### config.mk
export PLATFORM = sky130hd
export DESIGN_NAME = palette_lut_fade
export DESIGN_NICKNAME = d
export VERILOG_FILES = /design/src/rtl/palette_lut_fade.sv
export SDC_FILE = /design/constraint.sdc
export NUM_CORES = 1
export LEC_CHECK = 0
export ABC_AREA = 1
export CAP_MARGIN = 25
export CORE_MARGIN = 1
export CORE_UTILIZATION = 65
export CTS_BUF_LIST = sky130_fd_sc_hd__clkbuf_8 sky130_fd_sc_hd__clkbuf_16
export DETAILED_ROUTE_END_ITERATION = 8
export GPL_TIMING_DRIVEN = 1
export PLACE_DENSITY = 0.8
export SYNTH_ARGS = -nofsm -noshare
export SYNTH_HDL_FRONTEND = slang
export SYNTH_SLANG_ARGS = --single-unit
### constraint.sdc
create_clock -name Clk -period 6.4 [get_ports Clk]
set_input_delay 1.92 -clock Clk [delete_from_list [all_inputs] [get_ports Clk]]
set_output_delay 1.92 -clock Clk [all_outputs]
set_load 0.03 [all_outputs]
### src/rtl/palette_lut_fade.sv
// Runtime-writable RGB palette: 2-cycle pipelined lookup scaled by a global fade level.
// Define PALETTE_TRANSPARENT_EN to add a transparent flag that blanks index 0.
module palette_lut_fade #(
    parameter int INDEX_W  = 5,
    parameter int CH_W     = 4,
    parameter int FADE_DIV = 1024
) (
    input  logic                 Clk,
    input  logic                 Reset_n,
    input  logic                 rd_valid,
    input  logic [INDEX_W-1:0]   rd_index,
    input  logic                 wr_en,
    input  logic [INDEX_W-1:0]   wr_index,
    input  logic [3*CH_W-1:0]    wr_rgb,
    output logic                 wr_ready,
    input  logic                 fade_start,
    input  logic                 fade_dir,
    output logic                 fade_busy,
    output logic                 out_valid,
    output logic [CH_W-1:0]      red,
    output logic [CH_W-1:0]      green,
    output logic [CH_W-1:0]      blue
`ifdef PALETTE_TRANSPARENT_EN
    ,
    output logic                 transparent
`endif
);

    localparam int DEPTH  = 2**INDEX_W;
    localparam int RGB_W  = 3*CH_W;
    localparam int LVL_W  = CH_W + 1;
    localparam int PROD_W = 2*CH_W + 1;
    localparam int DIV_W  = (FADE_DIV > 1) ? $clog2(FADE_DIV) : 1;
    localparam logic [LVL_W-1:0] FULL = {1'b1, {CH_W{1'b0}}};

    typedef enum logic {ST_INIT, ST_RUN} state_t;

    state_t               state_q, state_d;
    logic [INDEX_W-1:0]   ptr_q, ptr_d;
    logic                 mem_we;
    logic [INDEX_W-1:0]   mem_waddr;
    logic [RGB_W-1:0]     mem_wdat;
    logic [RGB_W-1:0]     mem_q [DEPTH];

    logic                 s1_vld_q, s1_vld_d;
    logic [RGB_W-1:0]     s1_rgb_q, s1_rgb_d;
    logic                 out_vld_q, out_vld_d;
    logic [CH_W-1:0]      red_q, red_d, green_q, green_d, blue_q, blue_d;
`ifdef PALETTE_TRANSPARENT_EN
    logic                 s1_zero_q, s1_zero_d;
    logic                 transp_q, transp_d;
`endif

    logic [LVL_W-1:0]     level_q, level_d;
    logic                 busy_q, busy_d;
    logic                 dir_q, dir_d;
    logic [DIV_W-1:0]     div_q, div_d;
    logic [LVL_W-1:0]     target;

    function automatic logic [CH_W-1:0] scale(input logic [CH_W-1:0] c,
                                              input logic [LVL_W-1:0] lvl);
        return CH_W'((PROD_W'(c) * PROD_W'(lvl)) >> CH_W);
    endfunction

    // INIT sweeps every entry to zero; user writes are only taken in RUN.
    always_comb begin
        state_d   = state_q;
        ptr_d     = ptr_q;
        mem_we    = 1'b0;
        mem_waddr = wr_index;
        mem_wdat  = wr_rgb;
        case (state_q)
            ST_INIT: begin
                mem_we    = 1'b1;
                mem_waddr = ptr_q;
                mem_wdat  = '0;
                ptr_d     = ptr_q + 1'b1;
                if (ptr_q == '1) state_d = ST_RUN;
            end
            ST_RUN:  mem_we = wr_en;
            default: state_d = ST_INIT;
        endcase
    end

    always_ff @(posedge Clk) begin
        if (mem_we) mem_q[mem_waddr] <= mem_wdat;
    end

    always_comb begin
        s1_vld_d  = rd_valid;
        s1_rgb_d  = mem_q[rd_index];
`ifdef PALETTE_TRANSPARENT_EN
        s1_zero_d = (rd_index == '0);
        transp_d  = transp_q;
`endif
        out_vld_d = s1_vld_q;
        red_d     = red_q;
        green_d   = green_q;
        blue_d    = blue_q;
        if (s1_vld_q) begin
            red_d   = scale(s1_rgb_q[2*CH_W +: CH_W], level_q);
            green_d = scale(s1_rgb_q[CH_W +: CH_W], level_q);
            blue_d  = scale(s1_rgb_q[0 +: CH_W], level_q);
`ifdef PALETTE_TRANSPARENT_EN
            transp_d = s1_zero_q;
            if (s1_zero_q) begin
                red_d   = '0;
                green_d = '0;
                blue_d  = '0;
            end
`endif
        end
    end

    // A fade already at its target still raises busy for one cycle.
    always_comb begin
        level_d = level_q;
        busy_d  = busy_q;
        dir_d   = dir_q;
        div_d   = div_q;
        target  = dir_q ? FULL : '0;
        if (!busy_q) begin
            if (fade_start) begin
                dir_d  = fade_dir;
                div_d  = '0;
                busy_d = 1'b1;
            end
        end else if (level_q == target) begin
            busy_d = 1'b0;
        end else if (div_q == DIV_W'(FADE_DIV - 1)) begin
            div_d   = '0;
            level_d = dir_q ? level_q + 1'b1 : level_q - 1'b1;
            if (level_d == target) busy_d = 1'b0;
        end else begin
            div_d = div_q + 1'b1;
        end
    end

    always_ff @(posedge Clk or negedge Reset_n) begin
        if (!Reset_n) begin
            state_q   <= ST_INIT;
            ptr_q     <= '0;
            s1_vld_q  <= 1'b0;
            s1_rgb_q  <= '0;
            out_vld_q <= 1'b0;
            red_q     <= '0;
            green_q   <= '0;
            blue_q    <= '0;
`ifdef PALETTE_TRANSPARENT_EN
            s1_zero_q <= 1'b0;
            transp_q  <= 1'b0;
`endif
            level_q   <= FULL;
            busy_q    <= 1'b0;
            dir_q     <= 1'b0;
            div_q     <= '0;
        end else begin
            state_q   <= state_d;
            ptr_q     <= ptr_d;
            s1_vld_q  <= s1_vld_d;
            s1_rgb_q  <= s1_rgb_d;
            out_vld_q <= out_vld_d;
            red_q     <= red_d;
            green_q   <= green_d;
            blue_q    <= blue_d;
`ifdef PALETTE_TRANSPARENT_EN
            s1_zero_q <= s1_zero_d;
            transp_q  <= transp_d;
`endif
            level_q   <= level_d;
            busy_q    <= busy_d;
            dir_q     <= dir_d;
            div_q     <= div_d;
        end
    end

    assign wr_ready  = (state_q == ST_RUN);
    assign fade_busy = busy_q;
    assign out_valid = out_vld_q;
    assign red       = red_q;
    assign green     = green_q;
    assign blue      = blue_q;
`ifdef PALETTE_TRANSPARENT_EN
    assign transparent = transp_q;
`endif

endmodule

Yosys cells after proc, flatten, opt, wreduce, memory -nomap -nowiden
Memory sizes are Yosys's and may differ from the RTL's. A register that Yosys moved wholly into a read port is not among the register bits.
Cells that the tools add are included.
- flip-flop bits (word level): 37
- memory bits (writable): 384
- input port bits: 28
- output and inout bits: 15
- logic and storage cells: 50
- memories kept: 1
- add/subtract/negate cells: 4
- multiply operators: 3
- eq/ne operators: 5
- muxes and demuxes: 18
- bitwise logic cells: 3
- reduce and logical (&&, ||, !) cells: 5
- memory list (memory ; words ; bits a word ; rd ports ; clocked after memory_dff ; write ports ; RTL line ; text):
    mem_q ; 32 ; 12 ; 1 ; 1 ; 1 ; 43 ; logic [RGB_W-1:0] mem_q [DEPTH];
- operator list (kind ; number):
    $mux W10 ; 4
    $mul A4 B5 Y8 ; 3
    $mux W5 ; 3
    $mux W12 ; 1
    $add A10 B1 Y10 const B ; 1
    $add A5 B1 Y5 const B ; 2
    $eq A10 B10 Y1 const B ; 1
    $eq A5 B5 Y1 ; 2
    $mux W1 ; 9
    $eq A5 B5 Y1 const B ; 1
    $sub A5 B1 Y5 const B ; 1
    $reduce_and A2 Y1 ; 2
    $not A1 Y1 ; 3
    $reduce_and A3 Y1 ; 1
    $ne A2 B2 Y1 const B ; 1
    $pmux W1 S2 ; 1
    $reduce_bool A2 Y1 ; 1
    $logic_not A1 Y1 ; 1

Logic depth before layout (Yosys ltp)
Gate-level depths: netlist of the first run.
- depth in word-level cells: 7
- mapped depth: 15
- mapped depth without buffers: 14

Least setup slack after synthesis of the first run
Ideal clock, no wire load.
- kind: input to register
- start point: in wr_index[4]
- end point: mem mem_q[0][0] (netlist name), enable pin
- library setup time: 0.380 ns
- data arrival time: 3.085 ns
- required time: 6.020 ns
- path slack: 2.935 ns
- stages: 6
- path buffers: 0
- cells stage by stage: or2_0 > o21ai_0 > inv_1 > nor2_1 > nand2_1 > nor2_1
- word-level cells in the longest chain between the ends: 1
- RTL lines (item ; RTL line ; text):
    from (decl) ; 13 ; input logic [INDEX_W-1:0] wr_index,
    $mux W5 ; 72 ; case (state_q)
    to (decl) ; 43 ;
No other way between the ends.

Final worst setup path of the first run
- start point: in wr_index[1]
- end point: mem mem_q[2][11] (netlist name), enable pin
The elaborated chain is that of the path after synthesis.

==> impl_metrics.tcl, run 1 <==
set metrics [dict create \
    status "finished, final reports clean" \
    yosysTopAreaCellShare_pct 59.4 \
    cts_repair_resize_count 0 \
    die-area_mm2 0.0306 \
    antenna_cells_inserted 0 \
    sequentialPowerShare_pct 53.5 \
    arrival_ns 4.25 \
    most_instantiated_cells_after_synthesis "sky130_fd_sc_hd__nand2_1, sky130_fd_sc_hd__edfxtp_1, sky130_fd_sc_hd__nand3_1" \
    slew_violations 0 \
    setup_viol 0 \
    r2r_start "wr_ready$_DFF_PN0_" \
    final_hold_viol_count 0 \
    crit_chain "clkdlybuf4s50_1 -> nand2_1 -> o21ai_0 -> nand3_1 -> nor2_1" \
    highest_routing_layer_actually_used "met4" \
    final.min_clock_period_ns 4.11 \
    dr_wl_met2_mm 21.6 \
    gp_routability_congestion 0.887 \
    drt-total-wl_mm 44.9 \
    grt_setup_unrepaired "no" \
    num_vias 13800 \
    hold_buffers 0 \
    p_leak_nw 8.96 \
    grt_antenna_before_repair 0 \
    tritoncts_num_sinks 433 \
    worst_slew_pin_slew_ns 1.05 \
    postLayoutCellArea_mm2 0.0215 \
    flow.area_growth_from_synthesis_pct 10.6 \
    starting_utilization_of_the_core_area_pct 66.9 \
    max_slew_margin_pct 29.8 \
    cp-end-kind "flip-flop" \
    first_pass_grt_wire_length_mm 71.4 \
    worst_skew_late_latency_ns 0.55 \
    ys_seq_area_share_pct 65.7 \
    io_pins 43 \
    drtAntennaViolNets 0 \
    placeableCoreArea_mm2 0.0290 \
    rows 62 \
    worstPathRequired_ns 6.55 \
    grt-ovfl-total 0 \
    cells_on_worst_hold_path 2 \
    die_width_um 175 \
    finish.net_count 1966 \
    r2r.worst_path.cells 3 \
    dp_hpwl_mm 27.0 \
    io_buffer_count 42 \
    numCtsBuffers 43 \
    postSynthNetCount 1933 \
    finClkSkew_ns 0.0220 \
    crit_path_end "mem_q[2][11]$_DFFE_PP_" \
    cts_max_path_buffers 3 \
    tritoncts "yes" \
    drive_gt1_share_pct 5.62 \
    min_period_over_period_pct 64.2 \
    postCtsSetupBuffers 0 \
    crit_path_max_fanout 12 \
    wl_met3_mm 4.73 \
    drtPass1Iterations 6 \
    cell_type_contributing_the_most_total_cell_area_after_synthesis "sky130_fd_sc_hd__edfxtp_1" \
    synth_edf_count 384 \
    detail_route.wirelength.met1_mm 16.9 \
    post_drt_wl_per_cell_um 19.5 \
    synth_seq_cells 433 \
    critPathSlowestCell "sky130_fd_sc_hd__nor2_1" \
    mapped_cell_area_mm2 0.0194 \
    setup.worst_path.class "input pin to flip-flop" \
    post_synth_inst_count 1855 \
    synthMostInstantiatedCell "sky130_fd_sc_hd__nand2_1" \
    cts.clk_slew.worst_paths_ns 0.06 \
    crit_start "wr_index[1]" \
    tightest_hold_check_type "flip-flop to flip-flop" \
    yosys_warnings 0 \
    routed_via_density 5.98 \
    clock.fmax_mhz 243 \
    maxCapViolations 0 \
    fillerInstances 1940 \
    power.ir.vdd_worst_mv 0.282 \
    clkPwrFrac_pct 40.2 \
    power.share.combinational_pct 6.3 \
    drt_iter0_markers 1807 \
    power.internal_mw 4.49 \
    yosys_most_used_dff "sky130_fd_sc_hd__edfxtp_1" \
    delay_contributed_by_the_slowest_stage_of_the_critical_path_ns 1.00 \
    dpl-instance-area_mm2 0.0201 \
    global_route.usage.total_pct 30.4 \
    synth_top_cells_by_area "sky130_fd_sc_hd__edfxtp_1, sky130_fd_sc_hd__nand2_1, sky130_fd_sc_hd__nand3_1" \
    yosysUniqueCellTypes 33 \
    startpoint_type "input pin" \
    postSynthAreaPerCell_um2 10.5 \
    switching_share_pct 22.6 \
    ctsHtreeMaxLevel 2 \
    switchingPower_mw 1.31 \
    grt_start_max_net_pins 125 \
    grt_pass1_vias 13500 \
    library_cell_used_as_clock_root_buffer "sky130_fd_sc_hd__clkbuf_16" \
    cellPowerDensity_mw_per_mm2 270 \
    synth-async-reset-ratio_pct 11.3 \
    worst-r2r-setup-slack_ns 3.25 \
    drc 0 \
    worstReg2RegEnd "mem_q[2][11]$_DFFE_PP_" \
    timing.setup.tns_ns 0 \
    chipHeight_um 175 \
]
how the worst min path moves through the flow:
stage / from / end
2_1_floorplan: out_vld_d$_DFF_PN0_ / out_valid$_DFF_PN0_
3_3_place_gp: green[3]$_DFFE_PN0P_ / green[3]$_DFFE_PN0P_
3_5_place_dp: blue[3]$_DFFE_PN0P_ / blue[3]$_DFFE_PN0P_
4_1_cts: red[3]$_DFFE_PN0P_ / red[3]$_DFFE_PN0P_
5_1_grt: blue[2]$_DFFE_PN0P_ / blue[2]$_DFFE_PN0P_
6_report: blue[1]$_DFFE_PN0P_ / blue[1]$_DFFE_PN0P_
registers in the layout, summed over array words and instances (netlist names):
register,count
blue,4
dir_q,1
div_q,10
fade_busy,1
green,4
level_q,5
mem_q,384
out_valid,1
out_vld_d,1
ptr_q,5
red,4
s1_rgb_q,12
wr_ready,1
layout by cell type, fill, tap and decap left out, types with 2 or more instances in the layout:
master,synthesis,layout
sky130_fd_sc_hd__edfxtp_1,384,384
sky130_fd_sc_hd__nor2_1,56,56
sky130_fd_sc_hd__bufinv_16,0,2
sky130_fd_sc_hd__xor2_1,8,8
sky130_fd_sc_hd__ha_1,34,34
sky130_fd_sc_hd__a21oi_1,14,14
sky130_fd_sc_hd__buf_4,26,30
sky130_fd_sc_hd__nand3b_1,2,2
sky130_fd_sc_hd__a21o_1,2,2
sky130_fd_sc_hd__o21a_1,3,3
sky130_fd_sc_hd__nor3_1,2,2
sky130_fd_sc_hd__or2_0,2,2
sky130_fd_sc_hd__clkinv_2,0,7
sky130_fd_sc_hd__xnor2_1,8,8
sky130_fd_sc_hd__o21ai_1,5,5
sky130_fd_sc_hd__buf_16,0,3
sky130_fd_sc_hd__clkinv_1,0,14
sky130_fd_sc_hd__or2_2,2,2
sky130_fd_sc_hd__nand2_2,2,2
sky130_fd_sc_hd__buf_2,42,2
sky130_fd_sc_hd__inv_2,5,4
sky130_fd_sc_hd__buf_6,0,2
sky130_fd_sc_hd__clkbuf_16,0,43
sky130_fd_sc_hd__nand2_1,722,722
sky130_fd_sc_hd__inv_1,102,111
sky130_fd_sc_hd__dfrtp_1,48,48
sky130_fd_sc_hd__clkdlybuf4s50_1,0,38
sky130_fd_sc_hd__o21ai_0,14,14
sky130_fd_sc_hd__fa_1,16,16
sky130_fd_sc_hd__nand3_1,325,325
sky130_fd_sc_hd__clkinv_8,0,2
sky130_fd_sc_hd__o22ai_1,2,2
power groups by stage:
stage | clock [mW] | sequential (mW) | combinational [mW]
after floorplan | 0 | 3.16 | 0.222
after global placement | 0 | 3.17 | 0.339
after detailed placement | 0 | 3.17 | 0.352
after CTS | 2.34 | 3.11 | 0.355
after global routing | 2.45 | 3.11 | 0.398
final | 2.33 | 3.11 | 0.365
critical path: cells and delay by family:
family / cells / cell delay [ns]
AOI/OAI and AO/OA: 1 / 0.23
buffers and inverters: 1 / 0.45
and+or+nand+nor: 3 / 1.65
kinds of logic after synthesis:
group / Yosys count / share of synthesized area [%]
XOR/XNOR: 17 / 0.806
AO/OA/AOI/OAI: 41 / 1.15
AND/OR/NAND/NOR: 1116 / 23.9
adder cells (fa/ha/maj): 50 / 3.84
buffers and inverters: 197 / 4.58
flip-flops: 433 / 65.7
multiplexers: 1 / 0.0516
through the flow:
stage          utilization (%)  cells  total power [mW]  setup WS [ns]  hold slack (ns)
5_1_grt                   74.0   2305              5.96           2.16            0.501
2_1_floorplan                -   1855              3.38           2.94            0.352
6_report                  74.0   2305              5.80           2.29            0.479
4_1_cts                   73.6   2291              5.80           2.32            0.484
3_3_place_gp              68.8   2208              3.51           1.82            0.463
3_5_place_dp              69.1   2213              3.52           1.79            0.469
per-layer routing:
layer / up-vias / track usage, %
met3: 117 / 5.11
met4: 0 / 11.6
li1: 6301 / -
met2: 888 / 49.8
met5: - / 0
met1: 6487 / 41.2
cell type report:
cell class | instances | area (um2) | share of cell area, %
Clock inverter | 35 | 223 | 1.04
Timing Repair Buffer | 78 | 769 | 3.58
Inverter | 107 | 407 | 1.89
Multi-Input combinational cell | 1225 | 5770 | 26.8
Sequential cell | 433 | 12800 | 59.4
Clock buffer | 43 | 1080 | 5.01
Tap cell | 384 | 480 | 2.24
(Power assumes the default switching activity.)
==> inputs of run 2 (changes only) <==
--- a/config.mk
+++ b/config.mk
@@ -8,11 +8,11 @@
 export ABC_AREA = 1
 export CAP_MARGIN = 25
 export CORE_MARGIN = 1
-export CORE_UTILIZATION = 65
+export CORE_UTILIZATION = 62
 export CTS_BUF_LIST = sky130_fd_sc_hd__clkbuf_8 sky130_fd_sc_hd__clkbuf_16
 export DETAILED_ROUTE_END_ITERATION = 8
 export GPL_TIMING_DRIVEN = 1
-export PLACE_DENSITY = 0.8
+export PLACE_DENSITY = 0.77
 export SYNTH_ARGS = -nofsm -noshare
 export SYNTH_HDL_FRONTEND = slang
 export SYNTH_SLANG_ARGS = --single-unit
==> constraint.sdc (replaced) <==
create_clock -name Clk -period 4.1 [get_ports Clk]
set_input_delay 1.23 -clock Clk [delete_from_list [all_inputs] [get_ports Clk]]
set_output_delay 1.23 -clock Clk [all_outputs]
set_load 0.03 [all_outputs]
==> run 2 against run 1 <==
Net effect: count of clock-buffer cells in the layout up 1; design area up 1.1%; critical path type is now flip-flop to output port; clock power up 61%; largest power group unchanged; die area up 4.8%; critical path depth down 4; non-clock buffer count up 21; largest cell class unchanged.
==> impl_metrics.tcl, run 2 (synthesis gave the netlist of run 1 again) <==
set metrics [dict create \
    drc 0 \
    path_delay_family "buffers and inverters" \
    drt_iter0_markers 1585 \
    final_hold_viol_count 0 \
    drt-total-wl_mm 44.3 \
    num_vias 13400 \
    finClkSkew_ns 0.0300 \
    drtAntennaViolNets 0 \
    post-route-util_pct 70.8 \
    placeableCoreArea_mm2 0.0307 \
    placed_cells_incl_taps 2260 \
    p_leak_nw 9.09 \
    tritoncts_num_sinks 433 \
    cts_repair_resize_count 0 \
    first_pass_grt_wire_length_mm 69.6 \
    delay_contributed_by_the_slowest_stage_of_the_critical_path_ns 0.80 \
    global_route.usage.total_pct 29.0 \
    crit_path_max_fanout 23 \
    drive_gt1_share_pct 7.01 \
    largest_register_ff_count 384 \
    library_cell_used_as_clock_root_buffer "sky130_fd_sc_hd__clkbuf_16" \
    drtPass1Iterations 5 \
    worst_skew_late_latency_ns 0.57 \
    arrival_ns 2.16 \
    postCtsSetupBuffers 0 \
    final_cell_mix "sky130_fd_sc_hd__nand2_1, sky130_fd_sc_hd__edfxtp_1, sky130_fd_sc_hd__nand3_1" \
    tritoncts "yes" \
    path_buf_inv 1 \
    crit_chain "clkdlybuf4s50_1" \
    clock.fmax_mhz 295 \
    antenna_cells_inserted 0 \
    cellPowerDensity_mw_per_mm2 423 \
    cts_max_path_buffers 3 \
    flow.area_growth_from_synthesis_pct 11.8 \
    setup_viol 0 \
    startpoint_type "flip-flop" \
    chipHeight_um 179 \
    cp-end-kind "output port" \
    slew_violations 0 \
    finish.net_count 1988 \
    worst_slew_pin_slew_ns 0.959 \
    maxCapViolations 0 \
    post_drt_wl_per_cell_um 18.9 \
    setup.worst_path.class "flip-flop to output port" \
    dp_hpwl_mm 26.6 \
    top_register "mem_q" \
    numCtsBuffers 44 \
    hold_buffers 0 \
    gp_routability_congestion 0.860 \
    timing.setup.tns_ns 0 \
    grt_start_max_net_pins 193 \
    power_mw 9.18 \
    grt-ovfl-total 0 \
    starting_utilization_of_the_core_area_pct 63.3 \
    fin_ws_ns 0.715 \
    grt_antenna_before_repair 0 \
    placement.setup.worst_slack_ns 0.755 \
    fillerInstances 2117 \
    die_width_um 179 \
    final.min_clock_period_ns 3.39 \
    io_pins 43 \
    rows 64 \
    tightest_hold_check_type "flip-flop to flip-flop" \
    cts.clk_slew.worst_paths_ns 0.06 \
    grt_setup_unrepaired "no" \
    power.ir.vdd_worst_mv 0.385 \
    layout.cells.non_filler 2337 \
    min_period_over_period_pct 82.6 \
    status "finished, final reports clean" \
    worstPathRequired_ns 2.87 \
    multi_input_area_mm2 0.00577 \
    top_regs "mem_q x384, s1_rgb_q x12, div_q x10" \
    routed_via_density 5.75 \
    max_slew_margin_pct 36.1 \
    ctsHtreeMaxLevel 2 \
    mostFrequentLayoutCell "sky130_fd_sc_hd__nand2_1" \
    critPathSlowestCell "sky130_fd_sc_hd__clkdlybuf4s50_1" \
    die-area_mm2 0.0320 \
    grt_pass1_vias 13200 \
    io_buffer_count 42 \
    register_area_mm2 0.0128 \
]
[run 2: cell count changes in the layout (fill, tap and decap cells not counted), moves of 2 or more]
cell,previous run,this run
sky130_fd_sc_hd__buf_4,30,51
sky130_fd_sc_hd__clkinv_1,14,7
sky130_fd_sc_hd__buf_12,1,7
sky130_fd_sc_hd__clkinv_4,1,5
sky130_fd_sc_hd__buf_16,3,0
sky130_fd_sc_hd__clkinv_8,2,0
sky130_fd_sc_hd__clkinvlp_4,0,2
[run 2: final timing paths]
check	startpoint	endpoint	slack (ns)	cells past startpoint
hold / removal	red[1]$_DFFE_PN0P_	red[1]$_DFFE_PN0P_	0.47	2
min in group asynchronous	Reset_n	ptr_q[3]$_DFFE_PN0N_	0.76	1
max in group asynchronous	Reset_n	div_q[7]$_DFFE_PN0P_	2.58	2
setup reg to reg	level_q[3]$_DFFE_PN0P_	green[3]$_DFFE_PN0P_	1.11	10
hold reg to reg	red[1]$_DFFE_PN0P_	red[1]$_DFFE_PN0P_	0.47	2
setup / recovery	wr_ready$_DFF_PN0_	wr_ready	0.71	1
[run 2: layer usage]
| layer | routed length (um) | vias to the layer above | global-route usage (%) |
|---|---|---|---|
| met5 | 0 | - | 0 |
| met4 | 1600 | 0 | 11.9 |
| met3 | 3880 | 112 | 3.82 |
| met2 | 21500 | 653 | 48.1 |
| met1 | 17300 | 6347 | 39.0 |
| li1 | - | 6326 | - |
[run 2: cell type report]
type / instances / share of cell area, %
multi-input combinational: 1225 / 26.6
tap: 396 / 2.28
inverter: 107 / 1.87
sequential: 433 / 58.8
timing repair buffer: 99 / 4.26
clock inverter: 33 / 1.20
clock buffer: 44 / 5.07
[run 2: stage by stage]
stage | hold WS, ns | cell area (um2)
3_3_place_gp | 0.463 | 20400
2_1_floorplan | 0.352 | 19400
3_5_place_dp | 0.465 | 20400
4_1_cts | 0.481 | 21700
5_1_grt | 0.503 | 21700
6_report | 0.473 | 21700
[run 2: report_power, final]
| group | internal [mW] | switching [mW] |
|---|---|---|
| clock | 2.10 | 1.66 |
| sequential | 4.83 | 0.0219 |
| combinational | 0.157 | 0.416 |
==> inputs of run 3 (changes only) <==
==> constraint.sdc (replaced) <==
create_clock -name Clk -period 3.54 [get_ports Clk]
set_input_delay 1.062 -clock Clk [delete_from_list [all_inputs] [get_ports Clk]]
set_output_delay 1.062 -clock Clk [all_outputs]
set_load 0.03 [all_outputs]
==> run 3 against run 2 <==
Net effect: sequential share of layout area decreased by 0.25 points; clock power increased by 19%; wire length increased by 0.54%; sequential power increased by 16%; cell count increased by 0.13%; die area unchanged; via count increased by 0.86%; first-iteration DRC count increased by 8.9%; register-to-register slack got worse by 0.57 ns; power increased by 17%; utilization increased by 0.30 points; largest cell class unchanged.
==> impl_metrics.tcl, run 3 (synthesis gave the netlist of run 1 again) <==
set metrics [dict create \
    io_buffer_count 42 \
    grt_start_max_net_pins 193 \
    worstReg2RegEnd "red[3]$_DFFE_PN0P_" \
    p_leak_nw 9.16 \
    drc 0 \
    slew_violations 0 \
    postLayoutCellArea_mm2 0.0218 \
    cts.clk_slew.worst_paths_ns 0.06 \
    arrival_ns 3.42 \
    hold_buffers 0 \
    drive_gt1_share_pct 7.00 \
    tritoncts_num_sinks 433 \
    maxCapViolations 0 \
    finish.net_count 1988 \
    cts_repair_resize_count 0 \
    max_slew_margin_pct 30.1 \
    delay_contributed_by_the_slowest_stage_of_the_critical_path_ns 0.68 \
    min_period_over_period_pct 84.8 \
    final_hold_viol_count 0 \
    crit_path_max_fanout 15 \
    chipHeight_um 179 \
    clkPwrFrac_pct 41.6 \
    routed_via_density 5.79 \
    die-area_mm2 0.0320 \
    r2r.worst_path.cells 10 \
    drt-total-wl_mm 44.5 \
    post-route-util_pct 71.1 \
    groute.layer.met2.usage_pct 47.0 \
    global_route.usage.total_pct 28.9 \
    crit_chain "nand2_1 -> fa_1 -> fa_1 -> inv_1 -> ha_1 -> a21oi_1 -> o21a_1 -> nand3_1 -> nand3_1 -> nand2_1" \
    tightest_hold_check_type "flip-flop to flip-flop" \
    fillerInstances 2137 \
    grt_use_met1_pct 39.5 \
    library_cell_used_as_clock_root_buffer "sky130_fd_sc_hd__clkbuf_16" \
    drtAntennaViolNets 0 \
    sequentialPowerShare_pct 52.1 \
    flow.area_growth_from_synthesis_pct 12.3 \
    power.share.combinational_pct 6.3 \
    tritoncts "yes" \
    clock.fmax_mhz 333 \
    worst-path-stages 10 \
    mostFrequentLayoutCell "sky130_fd_sc_hd__nand2_1" \
    grt-ovfl-total 0 \
    r2r_start "level_q[2]$_DFFE_PN0P_" \
    io_pins 43 \
    setup.worst_path.class "flip-flop to flip-flop" \
    rows 64 \
    grt_setup_unrepaired "no" \
    dpl-instance-area_mm2 0.0204 \
    whs_ns 0.474 \
    use_met3_pct 4.35 \
    gp_routability_congestion 0.881 \
    post_drt_wl_per_cell_um 19.0 \
    drtPass1Iterations 6 \
    final.min_clock_period_ns 3.00 \
    switching_share_pct 21.9 \
    die_width_um 179 \
    path_delay_family "adder cells" \
    num_vias 13600 \
    worst-r2r-setup-slack_ns 0.54 \
    startpoint_type "flip-flop" \
    starting_utilization_of_the_core_area_pct 63.3 \
    worst_slew_pin_slew_ns 1.04 \
    dp_hpwl_mm 26.6 \
    top_register "mem_q" \
    cp-end-kind "flip-flop" \
    global_route.peak_usage_layer "met2" \
    postCtsSetupBuffers 0 \
    cts_max_path_buffers 3 \
    switchingPower_mw 2.36 \
    status "finished, final reports clean" \
    worst_skew_late_latency_ns 0.55 \
    path_buf_inv 1 \
    final_cell_mix "sky130_fd_sc_hd__nand2_1, sky130_fd_sc_hd__edfxtp_1, sky130_fd_sc_hd__nand3_1" \
    antenna_cells_inserted 0 \
    power.internal_mw 8.41 \
    placeableCoreArea_mm2 0.0307 \
    grt_antenna_before_repair 0 \
    numCtsBuffers 43 \
    crit_path_end "red[3]$_DFFE_PN0P_" \
    finClkSkew_ns 0.0208 \
    worstPathRequired_ns 3.96 \
    first_pass_grt_wire_length_mm 69.3 \
    drt_iter0_markers 1726 \
    critPathSlowestCell "sky130_fd_sc_hd__dfrtp_1" \
    ctsHtreeMaxLevel 2 \
    setup_viol 0 \
    crit_start "level_q[2]$_DFFE_PN0P_" \
    grt_pass1_vias 13000 \
    largest_register_ff_count 384 \
    power.ir.vdd_worst_mv 0.454 \
    cellPowerDensity_mw_per_mm2 494 \
    top_regs "mem_q x384, s1_rgb_q x12, div_q x10" \
]
-- run 3: area by class of cell --
class                      count  area [um2]  area share, %
sequential                   433       12800           58.5
inverter                     107         407           1.86
clock inverter                30         254           1.16
timing repair buffer         100         965           4.42
clock buffer                  49        1160           5.31
multi-input combinational   1225        5770           26.4
tap                          396         495           2.27
-- run 3: worst min path at each step --
stage                                    start                    to  slack [ns]  cells after the start
after global placement    green[3]$_DFFE_PN0P_  green[3]$_DFFE_PN0P_        0.46                      2
final                     green[3]$_DFFE_PN0P_  green[3]$_DFFE_PN0P_        0.47                      2
after detailed placement  green[3]$_DFFE_PN0P_  green[3]$_DFFE_PN0P_        0.46                      2
after CTS                 green[3]$_DFFE_PN0P_  green[3]$_DFFE_PN0P_        0.48                      2
after global routing      green[1]$_DFFE_PN0P_  green[1]$_DFFE_PN0P_        0.50                      2
after floorplan            out_vld_d$_DFF_PN0_   out_valid$_DFF_PN0_        0.35                      0
-- run 3: per-stage QoR --
stage          TNS [ns]  setup slack (ns)  total power [mW]  instances
3_3_place_gp          0            0.0620              6.37       2255
4_1_cts               0             0.546              10.8       2336
6_report              0             0.539              10.8       2340
3_5_place_dp     -0.198           -0.0170              6.39       2257
2_1_floorplan         0             0.761              6.12       1855
5_1_grt               0             0.315              11.1       2340
-- run 3: worst register-to-register path, stage by stage, from the launching register on --
cell and delay (ns):
sky130_fd_sc_hd__dfrtp_1 0.68, sky130_fd_sc_hd__nand2_1 0.17, sky130_fd_sc_hd__fa_1 0.48, sky130_fd_sc_hd__fa_1 0.51, sky130_fd_sc_hd__inv_1 0.04, sky130_fd_sc_hd__ha_1 0.34
sky130_fd_sc_hd__a21oi_1 0.29, sky130_fd_sc_hd__o21a_1 0.17, sky130_fd_sc_hd__nand3_1 0.08, sky130_fd_sc_hd__nand3_1 0.09, sky130_fd_sc_hd__nand2_1 0.05
-- run 3: power groups by stage --
stage / Clock, mW / Combinational, mW / Sequential [mW]
final: 4.48 / 0.675 / 5.62
after global routing: 4.74 / 0.734 / 5.62
after CTS: 4.52 / 0.668 / 5.62
after detailed placement: 0 / 0.662 / 5.72
after global placement: 0 / 0.646 / 5.72
after floorplan: 0 / 0.401 / 5.72
-- run 3: layer usage --
layer | vias up | wire length (um)
li1 | 6342 | -
met2 | 694 | 21400
met4 | 0 | 1370
met5 | - | 0
met1 | 6418 | 18000
met3 | 99 | 3720
